**config.mk**
```make
export PLATFORM = sky130hd
export DESIGN_NAME = sb_tx_scheduler
export DESIGN_NICKNAME = d
export VERILOG_FILES = /design/src/rtl/sb_tx_scheduler.sv
export SDC_FILE = /design/constraint.sdc
export NUM_CORES = 1
export LEC_CHECK = 0
export ABC_AREA = 1
export BUFFER_PORTS_ARGS = -buffer_cell sky130_fd_sc_hd__buf_4
export CAP_MARGIN = 20
export CORE_AREA = 4 4 181 183
export DETAILED_ROUTE_END_ITERATION = 16
export DIE_AREA = 0 0 185 187
export GPL_TIMING_DRIVEN = 0
export REMOVE_ABC_BUFFERS = 1
export SETUP_SLACK_MARGIN = 0.1
export SYNTH_ARGS = -nofsm -noshare
export SYNTH_HDL_FRONTEND = slang
export SYNTH_SLANG_ARGS = --single-unit
```
**constraint.sdc**
```tcl
create_clock -name i_clk -period 7.4 [get_ports i_clk]
set_input_delay 0.37 -clock i_clk [delete_from_list [all_inputs] [get_ports i_clk]]
set_output_delay 0.37 -clock i_clk [all_outputs]
set_load 0.01 [all_outputs]
```
**src/rtl/sb_tx_scheduler.sv**
```systemverilog
// Sideband TX scheduler: owns the serializer input, sends the bring-up clock pattern, then
// round-robins header(+data) messages from N_REQ sources. Optional macro: SB_TX_PARITY_GEN_EN.
module sb_tx_scheduler #(
    parameter int N_REQ       = 3,
    parameter int PATTERN_MIN = 4,
    parameter int GAP_CYCLES  = 2
) (
    input  logic                i_clk,
    input  logic                i_rst,
    input  logic                i_start_pattern,
    input  logic                i_rx_pattern_done,
    input  logic                i_flush,
    input  logic [N_REQ-1:0]    i_req,
    input  logic [N_REQ-1:0]    i_req_has_data,
    input  logic [64*N_REQ-1:0] i_req_header,
    input  logic [64*N_REQ-1:0] i_req_data,
    output logic [N_REQ-1:0]    o_grant,
    output logic                o_ser_valid,
    output logic [63:0]         o_ser_data,
    input  logic                i_ser_ready,
    output logic                o_pattern_done,
    output logic                o_busy
);

    localparam int          PW           = (N_REQ > 1) ? $clog2(N_REQ) : 1;
    localparam logic [63:0] PATTERN_WORD = {32{2'b10}};

    typedef enum logic [2:0] {
        ST_IDLE, ST_PATTERN, ST_ARB, ST_HDR, ST_DATA, ST_GAP
    } state_t;

    localparam state_t AFTER_MSG = (GAP_CYCLES == 0) ? ST_ARB : ST_GAP;

    state_t        state_q, state_d;
    logic [PW-1:0] rr_ptr_q, rr_ptr_d;
    logic [7:0]    pat_cnt_q, pat_cnt_d;
    logic [3:0]    gap_cnt_q, gap_cnt_d;
    logic          rx_done_q, rx_done_d;
    logic          pattern_done_q, pattern_done_d;
    logic [63:0]   hdr_q, hdr_d;
    logic [63:0]   data_q, data_d;
    logic          has_data_q, has_data_d;

    logic          win_found;
    logic [PW-1:0] win_idx;
    logic [63:0]   cap_hdr;
    logic [63:0]   cap_data;
    logic          cap_has_data;
    logic          accept;
    logic          pat_exit;
    int            idx;

    always_ff @(posedge i_clk or posedge i_rst) begin
        if (i_rst) begin
            state_q        <= ST_IDLE;
            rr_ptr_q       <= '0;
            pat_cnt_q      <= '0;
            gap_cnt_q      <= '0;
            rx_done_q      <= 1'b0;
            pattern_done_q <= 1'b0;
            hdr_q          <= '0;
            data_q         <= '0;
            has_data_q     <= 1'b0;
        end else begin
            state_q        <= state_d;
            rr_ptr_q       <= rr_ptr_d;
            pat_cnt_q      <= pat_cnt_d;
            gap_cnt_q      <= gap_cnt_d;
            rx_done_q      <= rx_done_d;
            pattern_done_q <= pattern_done_d;
            hdr_q          <= hdr_d;
            data_q         <= data_d;
            has_data_q     <= has_data_d;
        end
    end

    // Round-robin search: first active requester at or after the pointer, wrapping.
    always_comb begin
        win_found = 1'b0;
        win_idx   = '0;
        idx       = 0;
        for (int i = 0; i < N_REQ; i++) begin
            idx = int'(rr_ptr_q) + i;
            if (idx >= N_REQ) idx = idx - N_REQ;
            if (!win_found && i_req[idx]) begin
                win_found = 1'b1;
                win_idx   = PW'(idx);
            end
        end
    end

    always_comb begin
        cap_hdr      = i_req_header[64*int'(win_idx) +: 64];
        cap_data     = i_req_data[64*int'(win_idx) +: 64];
        cap_has_data = i_req_has_data[win_idx];
`ifdef SB_TX_PARITY_GEN_EN
        cap_hdr[62]  = ^cap_hdr[61:0];
        cap_hdr[63]  = cap_has_data ? ^cap_data : 1'b0;
`endif
    end

    assign accept   = o_ser_valid && i_ser_ready;
    assign pat_exit = (state_q == ST_PATTERN) && accept &&
                      (({1'b0, pat_cnt_q} + 9'd1) >= 9'(PATTERN_MIN)) &&
                      (rx_done_q || i_rx_pattern_done);

    always_comb begin
        state_d        = state_q;
        rr_ptr_d       = rr_ptr_q;
        pat_cnt_d      = pat_cnt_q;
        gap_cnt_d      = gap_cnt_q;
        rx_done_d      = rx_done_q || i_rx_pattern_done;
        pattern_done_d = pattern_done_q;
        hdr_d          = hdr_q;
        data_d         = data_q;
        has_data_d     = has_data_q;
        if (i_flush) begin
            state_d        = ST_IDLE;
            rx_done_d      = 1'b0;
            pattern_done_d = 1'b0;
        end else begin
            case (state_q)
                ST_IDLE: begin
                    pat_cnt_d      = '0;
                    pattern_done_d = 1'b0;
                    if (i_start_pattern) state_d = ST_PATTERN;
                end
                ST_PATTERN: begin
                    if (accept && (pat_cnt_q != 8'hFF)) pat_cnt_d = pat_cnt_q + 8'd1;
                    if (pat_exit) begin
                        state_d        = ST_ARB;
                        pattern_done_d = 1'b1;
                    end
                end
                ST_ARB: begin
                    if (win_found) begin
                        hdr_d      = cap_hdr;
                        data_d     = cap_data;
                        has_data_d = cap_has_data;
                        rr_ptr_d   = (win_idx == PW'(N_REQ - 1)) ? '0 : win_idx + PW'(1);
                        state_d    = ST_HDR;
                    end
                end
                ST_HDR: begin
                    if (accept) begin
                        state_d   = has_data_q ? ST_DATA : AFTER_MSG;
                        gap_cnt_d = '0;
                    end
                end
                ST_DATA: begin
                    if (accept) begin
                        state_d   = AFTER_MSG;
                        gap_cnt_d = '0;
                    end
                end
                ST_GAP: begin
                    if (gap_cnt_q == 4'(GAP_CYCLES - 1)) state_d = ST_ARB;
                    else gap_cnt_d = gap_cnt_q + 4'd1;
                end
                default: state_d = ST_IDLE;
            endcase
        end
    end

    always_comb begin
        o_ser_valid    = 1'b0;
        o_ser_data     = '0;
        o_grant        = '0;
        o_busy         = (state_q != ST_IDLE) && (state_q != ST_ARB);
        o_pattern_done = pattern_done_q;
        case (state_q)
            ST_PATTERN: begin
                o_ser_valid = 1'b1;
                o_ser_data  = PATTERN_WORD;
            end
            ST_HDR: begin
                o_ser_valid = 1'b1;
                o_ser_data  = hdr_q;
            end
            ST_DATA: begin
                o_ser_valid = 1'b1;
                o_ser_data  = data_q;
            end
            ST_ARB: begin
                if (win_found && !i_flush) o_grant[win_idx] = 1'b1;
            end
            default: ;
        endcase
    end

endmodule
```
==> flow_metrics.tcl, run 1 <==
set metrics [dict create \
    seq_power_share_pct 24.6 \
    wl_met3_um 2980 \
    finalWirelength_um 40800 \
    switching_share_pct 47.4 \
    m1WireLength_um 16700 \
    period_minus_slack_ps 4400 \
    slew_headroom_pct 43.0 \
    hold_class "input pin to flop" \
    critical_path.cell_chain "inv_1 > ha_1 > inv_2 > nand2_1 > nand3_1 > nand2_1 > nand2_1 > inv_2 > nand3_2 > nand2_4 > nand2_2 > nor2_8 > buf_4" \
    ios 466 \
    p_switching_mw 2.53 \
    grt_pass1_vias 11200 \
    cts_resized 0 \
    cp-end-kind "primary output" \
    cp_slowest_cell "nand2_4" \
    grt_max_degree 121 \
    post_cts_buffers 0 \
    grt.total_usage_pct 22.5 \
    ys_warn_count 0 \
    numCtsBuffers 17 \
    path_common_cell "nand2_1" \
    drive_gt1_share_pct 27.4 \
    highest_layer "met4" \
    cts_max_level 4 \
    finalCritPeriodShare_pct 59.4 \
    clock_skew_ps 17.4 \
    io_buffers 465 \
    ant_nets 0 \
    syn_inst 1538 \
    rows 65 \
    ys_seq_area_share_pct 37.1 \
    antenna_found_initial 0 \
    synth_area_mm2 0.00997 \
    dr.pass1.iters 5 \
    synth-main-ff-cell "dfrtp_1" \
    fp.dieH_um 187 \
    grt_setup_unrepaired "no" \
    area_growth_pct 45.1 \
    grt-ovfl-total 0 \
    peakVddDrop_v 0.000250 \
    clk_pin_slew_ps 70 \
    p_int_mw 2.81 \
    diodes 0 \
    start_kind "flop" \
    power_mw 5.34 \
    placed_area_mm2 0.0138 \
    crit_required_ps 7030 \
    cts_tree "built" \
    die-area_mm2 0.0346 \
    grt_pass1_wl_um 62000 \
    outcome "finished, final reports clean" \
    worst-path-max-fanout 53 \
    clock_path_buffers 2 \
    place.gp.congestion 0.840 \
    setup_viol 0 \
    clk_latency_ps 420 \
    synthDistinctLibCells 37 \
    final_nets 2334 \
    pre_cts_slack_ps 3480 \
    fmax_mhz 227 \
    ctsHoldBuffers 1 \
    maxCapViolCount 0 \
    coreArea_mm2 0.0312 \
    critical_path.top_delay_family "simple AND/OR/NAND/NOR gates" \
    finalWorstSetupSlack_ps 3000 \
    p_clk_share_pct 17.2 \
    path_class "flop to primary output" \
    finalMaxSlewViolations 0 \
    ys_ff_latch 148 \
    final_area_mm2 0.0145 \
    combinationalPowerShare_pct 58.3 \
    fp.dieW_um 185 \
    synth_area_per_cell_um2 6.48 \
    worstPathArrival_ps 4030 \
    cts_root_buffer "clkbuf_16" \
    num_vias 11600 \
    clock-sinks 148 \
    hold_violations 0 \
    drc_errors 0 \
    slowest_delay_ps 730 \
    start_util_pct 31.9 \
    place_hpwl_um 29400 \
    drtIter0Drc 667 \
    asyncSetResetFlopFracSynth_pct 100 \
    p_leak_nw 7.87 \
    tightest_slew_ps 856 \
    fin_util_pct 46.3 \
    powerDensity_mw_per_mm2 369 \
    via_per_inst 4.94 \
    critPathBufInv 4 \
    wl_met2_um 20200 \
    synth_edf_count 0 \
    fin_hold_ws_ps 148 \
    wl_per_cell_um 17.4 \
]
## Yosys cell counts, types with 2 or more instances
master,n,share of area [%]
nand3_1,384,19
clkbuf_1,35,1.3
dfrtp_1,148,37
buf_2,53,2.7
a21oi_1,52,2.6
o21ai_1,2,0.10
ha_1,5,0.63
inv_2,8,0.30
o22ai_1,12,0.75
nand2_2,3,0.19
nand4_1,11,0.69
nor2_4,2,0.23
inv_1,238,9.0
nor2_1,18,0.68
o221ai_1,16,1.4
o21ai_0,36,1.8
buf_6,8,0.90
o211ai_1,9,0.68
o21bai_1,3,0.23
buf_4,2,0.15
buf_1,7,0.26
nand2_1,470,18
nand3_2,2,0.20
## per-stage QoR
stage,setup TNS [ps],cells
floorplan,0,1433
global placement,-103820,2300
detailed placement,0,2315
CTS,0,2348
global route,0,2348
finish,0,2348
## cell families after synthesis
group | Yosys count | synth area share [%]
flip-flops | 148 | 37.1
buffers and inverters | 352 | 14.6
XOR/XNOR | 2 | 0.176
AO/OA/AOI/OAI | 133 | 7.79
AND/OR/NAND/NOR | 898 | 39.7
adder cells (fa/ha/maj) | 5 | 0.627
## power groups by stage
stage                     logic [mW]  registers (mW)  clock network (mW)
final                           3.11            1.31               0.917
after global routing            3.44            1.35               0.983
after CTS                       3.14            1.31               0.943
after detailed placement        3.13            1.32                   0
after global placement          2.92            1.34                   0
after floorplan                 1.76            1.29                   0
## layer usage
layer  vias up  global-route usage, %
met4         0                   5.59
li1       5698                      -
met2       429                   38.8
met1      5430                   28.4
met5         -                      0
met3        43                   5.15
## registers in the layout, summed over array words and instances (netlist names)
name and cells:
data_q 64, gap_cnt_q 4, has_data_q 1, hdr_q 64, o_pattern_done 1, pat_cnt_q 8, rr_ptr_q 2, rx_done_q 1
state_q 3
## layout by cell type (no fill, tap or decap), types with 3 or more instances in the layout
cell type   netlist  layout
nand4_1          11      11
nand2_1         470     469
clkinvlp_4        0       4
nor2_4            2       3
o22ai_1          12      12
buf_12            0       8
dfrtp_1         148     147
o211ai_1          9       9
a21oi_1          52      52
ha_1              5       5
nand3_1         384     383
clkbuf_16         0      17
nor2_1           18      17
o221ai_1         16      16
o21ai_0          36      36
bufinv_16         0       3
buf_16            0       7
o21bai_1          3       3
inv_1           238     237
inv_2             8       7
inv_8             0       3
buf_4             2     465
## layout make-up
class                      instances  area (µm²)
clock buffer                      20         447
clock inverter                    12         169
fill                            3305       16800
inverter                         247         937
multi-input combinational       1038        4850
sequential                       148        3700
tap                              402         503
timing repair buffer             481        3850
## worst paths after layout
check	start	end	slack (ps)	cells past startpoint
max in group asynchronous	i_rst	data_q[56]	6000	4
hold reg to reg	rx_done_q	rx_done_q	490	2
hold / removal	i_req_header[52]	hdr_q[52]	150	3
min in group asynchronous	i_rst	data_q[30]	560	3
setup reg to reg	rr_ptr_q[0]	data_q[54]	3430	15
setup / recovery	rr_ptr_q[0]	o_grant[0]	3000	13
## worst register-to-register path, delay by kind of cell, from the launching register on
| kind | cells | cell delay, ps |
|---|---|---|
| fa+ha+maj | 1 | 430 |
| buf+inv | 4 | 520 |
| simple gates | 10 | 2610 |
| flops | 1 | 350 |
Power figures use the tool's default switching activity.
==> run 2: changes to the inputs <==
- CORE_AREA: 4 4 181 183 -> 4 4 178 180
- DIE_AREA: 0 0 185 187 -> 0 0 182 184
- clock period: 7.4 -> 4.3 ns (I/O delays scaled with it)
==> flow_metrics.tcl, run 2 (synthesis results as in run 1) <==
set metrics [dict create \
    outcome "finished, final reports clean" \
    fp.dieH_um 184 \
    grt.total_usage_pct 24.3 \
    reg2reg_depth 16 \
    p_int_mw 4.80 \
    grt_setup_unrepaired "no" \
    final_area_mm2 0.0153 \
    via_per_inst 4.98 \
    cp_slowest_cell "nand2_4" \
    drive_gt1_share_pct 26.4 \
    hold_class "input pin to flop" \
    place.gp.congestion 0.831 \
    finalMaxSlewViolations 0 \
    dr.pass1.iters 5 \
    clock_path_buffers 2 \
    p_clk_share_pct 16.8 \
    slew_headroom_pct 45.7 \
    antenna_found_initial 0 \
    worstPathArrival_ps 3730 \
    area_growth_pct 53.0 \
    r2r_slack_ps 440 \
    fp.dieW_um 182 \
    seq_power_share_pct 24.6 \
    cts_tree "built" \
    drc_errors 0 \
    cts_max_level 4 \
    start_kind "flop" \
    period_minus_slack_ps 3950 \
    clk_pin_slew_ps 80 \
    critical_path.top_delay_family "simple AND/OR/NAND/NOR gates" \
    path_class "flop to primary output" \
    worst-path-max-fanout 53 \
    io_buffers 465 \
    cp-end-kind "primary output" \
    maxCapViolCount 0 \
    numCtsBuffers 17 \
    reg.largest.list "data_q (64), hdr_q (64), pat_cnt_q (8)" \
    slowest_delay_ps 770 \
    clock_skew_ps 14.9 \
    p_switching_mw 4.39 \
    fmax_mhz 253 \
    holdPathStages 3 \
    grt_max_degree 112 \
    num_vias 12100 \
    diodes 0 \
    coreArea_mm2 0.0302 \
    ant_nets 0 \
    clk_latency_ps 420 \
    peakVddDrop_v 0.000591 \
    place_hpwl_um 29600 \
    r2r-end "data_q[60]" \
    layout_commonest_cell "nand2_1" \
    switching_share_pct 47.7 \
    final_nets 2419 \
    start_util_pct 33.0 \
    reg2reg_from "rr_ptr_q[0]" \
    ios 466 \
    cts_root_buffer "clkbuf_16" \
    die-area_mm2 0.0335 \
    powerDensity_mw_per_mm2 602 \
    hold_violations 0 \
    placed_area_mm2 0.0138 \
    drtIter0Drc 781 \
    critical_path.cell_chain "inv_1 > ha_1 > inv_2 > nand2_1 > nand3_1 > nand2_1 > nand2_1 > inv_2 > nand3_2 > nand2_4 > nand2_2 > nor2_8 > buf_4" \
    critPathBufInv 4 \
    finalWirelength_um 41900 \
    fin_util_pct 50.6 \
    p_leak_nw 8.20 \
    combinationalPowerShare_pct 58.6 \
    setup_viol 0 \
    path_common_cell "nand2_1" \
    grt_pass1_wl_um 65300 \
    finalCritPeriodShare_pct 91.8 \
    hold_end "hdr_q[38]" \
    grt_pass1_vias 12100 \
    clock-sinks 148 \
    rows 64 \
    hold_path_startpoint "i_req_header[38]" \
    layout_common_cells "nand2_1, buf_4, nand3_1" \
    tightest_slew_ps 814 \
    grt-ovfl-total 0 \
    crit_required_ps 4090 \
    wl_per_cell_um 17.3 \
]
==> run 2: cell count changes in the layout (fill, tap and decap cells not counted), sizes merged <==
cell,change
clkinv,+2
dlygate4sd3,+82
clkinvlp,-1
buf,+2
bufinv,-1
nor2,+1
==> run 2: repair_timing <==
action,CTS,global route
setup buffers,2,1
gates resized for setup,2,0
hold buffers,82,1
gates cloned,1,0
hold endpoints to repair,132,1
setup endpoints to repair,15,1
pin swaps,1,1
==> run 2: worst max path at each step <==
stage | from | end | slack (ps) | depth (start not counted)
after global routing | rr_ptr_q[1] | o_grant[0] | 140 | 13
after detailed placement | rr_ptr_q[0] | data_q[60] | 80 | 16
after global placement | rr_ptr_q[0] | o_grant[0] | -4130 | 12
after floorplan | rr_ptr_q[0] | rr_ptr_q[0] | -840 | 12
after CTS | state_q[2] | o_grant[1] | 110 | 9
final | rr_ptr_q[0] | o_grant[0] | 350 | 13
==> run 2: final cells by class <==
type	instances	area [µm²]
inverter	247	940
timing repair buffer	565	4660
sequential	148	3700
fill	2992	14900
tap	396	495
clock buffer	20	447
multi-input combinational	1039	4870
clock inverter	12	144
==> run 2: metrics by stage <==
| stage | power (mW) | hold WS [ps] | worst slack, ps | setup TNS [ps] | instances |
|---|---|---|---|---|---|
| after floorplan | 5.26 | 281 | -836 | -78730 | 1433 |
| after global placement | 7.15 | 421 | -4130 | -891460 | 2294 |
| after detailed placement | 7.56 | 322 | 75.6 | 0 | 2308 |
| after CTS | 9.25 | 0.294 | 111 | 0 | 2425 |
| after global routing | 9.95 | 1.11 | 136 | 0 | 2427 |
| final | 9.19 | 10.7 | 351 | 0 | 2427 |
==> run 2: power by group through the flow <==
stage	Combinational [mW]	Clock (mW)	Sequential, mW
3_3_place_gp	4.84	0	2.31
3_5_place_dp	5.28	0	2.29
2_1_floorplan	3.03	0	2.23
6_report	5.38	1.54	2.26
4_1_cts	5.42	1.57	2.27
5_1_grt	5.98	1.63	2.34
==> run 2: per-layer routing <==
metal | wire length (µm) | track usage (%)
met3 | 3070 | 5.32
met4 | 1750 | 10.7
met5 | 0 | 0
met2 | 20300 | 41.1
met1 | 16800 | 30.0
==> run 2: worst min-delay path, stage by stage <==
cell and delay (ps):
buf_4 90, nand2_1 50, nand3_1 50
==> run 3: changes to the inputs <==
- REMOVE_ABC_BUFFERS: 1 -> not set
- clock period: 4.3 -> 4.1 ns (I/O delays scaled with it)
==> flow_metrics.tcl, run 3 (synthesis results as in run 1) <==
set metrics [dict create \
    outcome "finished, final reports clean" \
    coreArea_mm2 0.0302 \
    final_area_mm2 0.0157 \
    slew_headroom_pct 40.0 \
    cp_slowest_cell "dlygate4sd3_1" \
    finalWirelength_um 49300 \
    antenna_found_initial 3 \
    grt_max_degree 40 \
    worstPathArrival_ps 3540 \
    worst-path-max-fanout 10 \
    p_leak_nw 8.53 \
    wl_per_cell_um 19.4 \
    place.gp.congestion 0.932 \
    synth_nets 1939 \
    grt_pass1_vias 12700 \
    area_growth_pct 57.6 \
    layout_commonest_cell "nand2_1" \
    powerDensity_mw_per_mm2 654 \
    hold_violations 0 \
    setup_viol 0 \
    grt_setup_unrepaired "no" \
    grt.total_usage_pct 28.4 \
    ios 466 \
    rows 64 \
    reg.largest.list "data_q (64), hdr_q (64), pat_cnt_q (8)" \
    placed_area_mm2 0.0140 \
    ant_nets 0 \
    clk_pin_slew_ps 70 \
    clock_skew_ps 17.7 \
    cts_max_level 4 \
    dr.pass1.iters 5 \
    layout_common_cells "nand2_1, buf_4, nand3_1" \
    critPathBufInv 5 \
    place_hpwl_um 39300 \
    final.setup.tns_ps 0 \
    io_buffers 465 \
    path_common_cell "nand3_1" \
    num_vias 12700 \
    clock_path_buffers 2 \
    finalMaxSlewViolations 0 \
    grt-ovfl-total 0 \
    final_nets 2536 \
    r2r_slack_ps 920 \
    start_util_pct 33.0 \
    multi_input_area_mm2 0.00481 \
    clk_latency_ps 440 \
    finalCritPeriodShare_pct 77.4 \
    via_per_inst 4.98 \
    n_fill_cell 3057 \
    fmax_mhz 315 \
    maxCapViolCount 0 \
    cp-end-kind "flop" \
    hold_class "input pin to flop" \
    fp.dieH_um 184 \
    critical_path.cell_chain "inv_1 > ha_1 > buf_4 > inv_2 > nand3_1 > nand2_1 > nand3_1 > nand3_2 > nand2_4 > nor2_4 > buf_2 > nand2_1 > nand3_1 > dlygate4sd3_1" \
    crit_required_ps 4470 \
    drive_gt1_share_pct 27.0 \
    cts_root_buffer "clkbuf_16" \
    fp.dieW_um 182 \
    slowest_delay_ps 560 \
    ff_latch_area_mm2 0.00370 \
    start_kind "flop" \
    period_minus_slack_ps 3180 \
    numCtsBuffers 17 \
    tightest_slew_ps 899 \
    die-area_mm2 0.0335 \
    grt_pass1_wl_um 73100 \
    drtIter0Drc 807 \
    path_class "flop to flop" \
    peakVddDrop_v 0.000326 \
    cts_tree "built" \
    clock-sinks 148 \
    post_cts_buffers 0 \
    drc_errors 0 \
    critical_path.top_delay_family "simple AND/OR/NAND/NOR gates" \
]
-- run 3: stage by stage --
| step | hold WS (ps) | setup WS [ps] | power (mW) | instances | util [%] |
|---|---|---|---|---|---|
| 2_1_floorplan | 271 | 2030 | 5.82 | 1538 | - |
| 3_3_place_gp | 413 | 883 | 8.16 | 2399 | 46.2 |
| 3_5_place_dp | 410 | 1410 | 8.23 | 2402 | 46.4 |
| 4_1_cts | 0.318 | 945 | 10.3 | 2543 | 52.0 |
| 5_1_grt | 6.93 | 646 | 11.1 | 2545 | 52.1 |
| 6_report | 3.05 | 925 | 10.3 | 2545 | 52.1 |
-- run 3: power breakdown --
part	leakage [nW]	total, mW	switching (mW)	internal [mW]
Combinational	6.46	6.25	3.93	2.32
Sequential	1.79	2.40	0.329	2.07
Clock	0.284	1.63	0.715	0.918
-- run 3: final timing paths --
check	cells past startpoint	start	end
worst max-delay path	14	rr_ptr_q[0]	data_q[18]
worst min-delay path	3	i_req_data[54]	data_q[54]
worst max register to register	14	rr_ptr_q[0]	data_q[18]
worst min register to register	2	rx_done_q	rx_done_q
max in group asynchronous	5	i_rst	hdr_q[56]
min in group asynchronous	3	i_rst	hdr_q[45]
-- run 3: timing repair --
action / CTS / global route
hold endpoints to repair: 101 / 1
hold buffers: 109 / 1
gates resized for setup: 0 / 0
-- run 3: area by class of cell --
class,instances,area share [%]
Sequential cell,148,23.6
Inverter,247,5.92
Buffer,105,3.36
Clock buffer,18,2.73
Clock inverter,14,1.05
Tap cell,396,3.15
Antenna cell,1,0.0159
Multi-Input combinational cell,1038,30.6
Timing Repair Buffer,578,29.6
-- run 3: worst min-delay path, cell delays in order --
cell and delay [ps]:
buf_4 80, nand2_1 50, nand3_1 70
-- run 3: per-layer routing --
| metal | GRT usage [%] | share of wire [%] | up-vias |
|---|---|---|---|
| met2 | 47.7 | 48 | 544 |
| met4 | 10.1 | 3.6 | 2 |
| li1 | - | - | 6113 |
| met5 | 0 | 0.014 | - |
| met1 | 36.3 | 42 | 5932 |
| met3 | 6.03 | 7.1 | 91 |
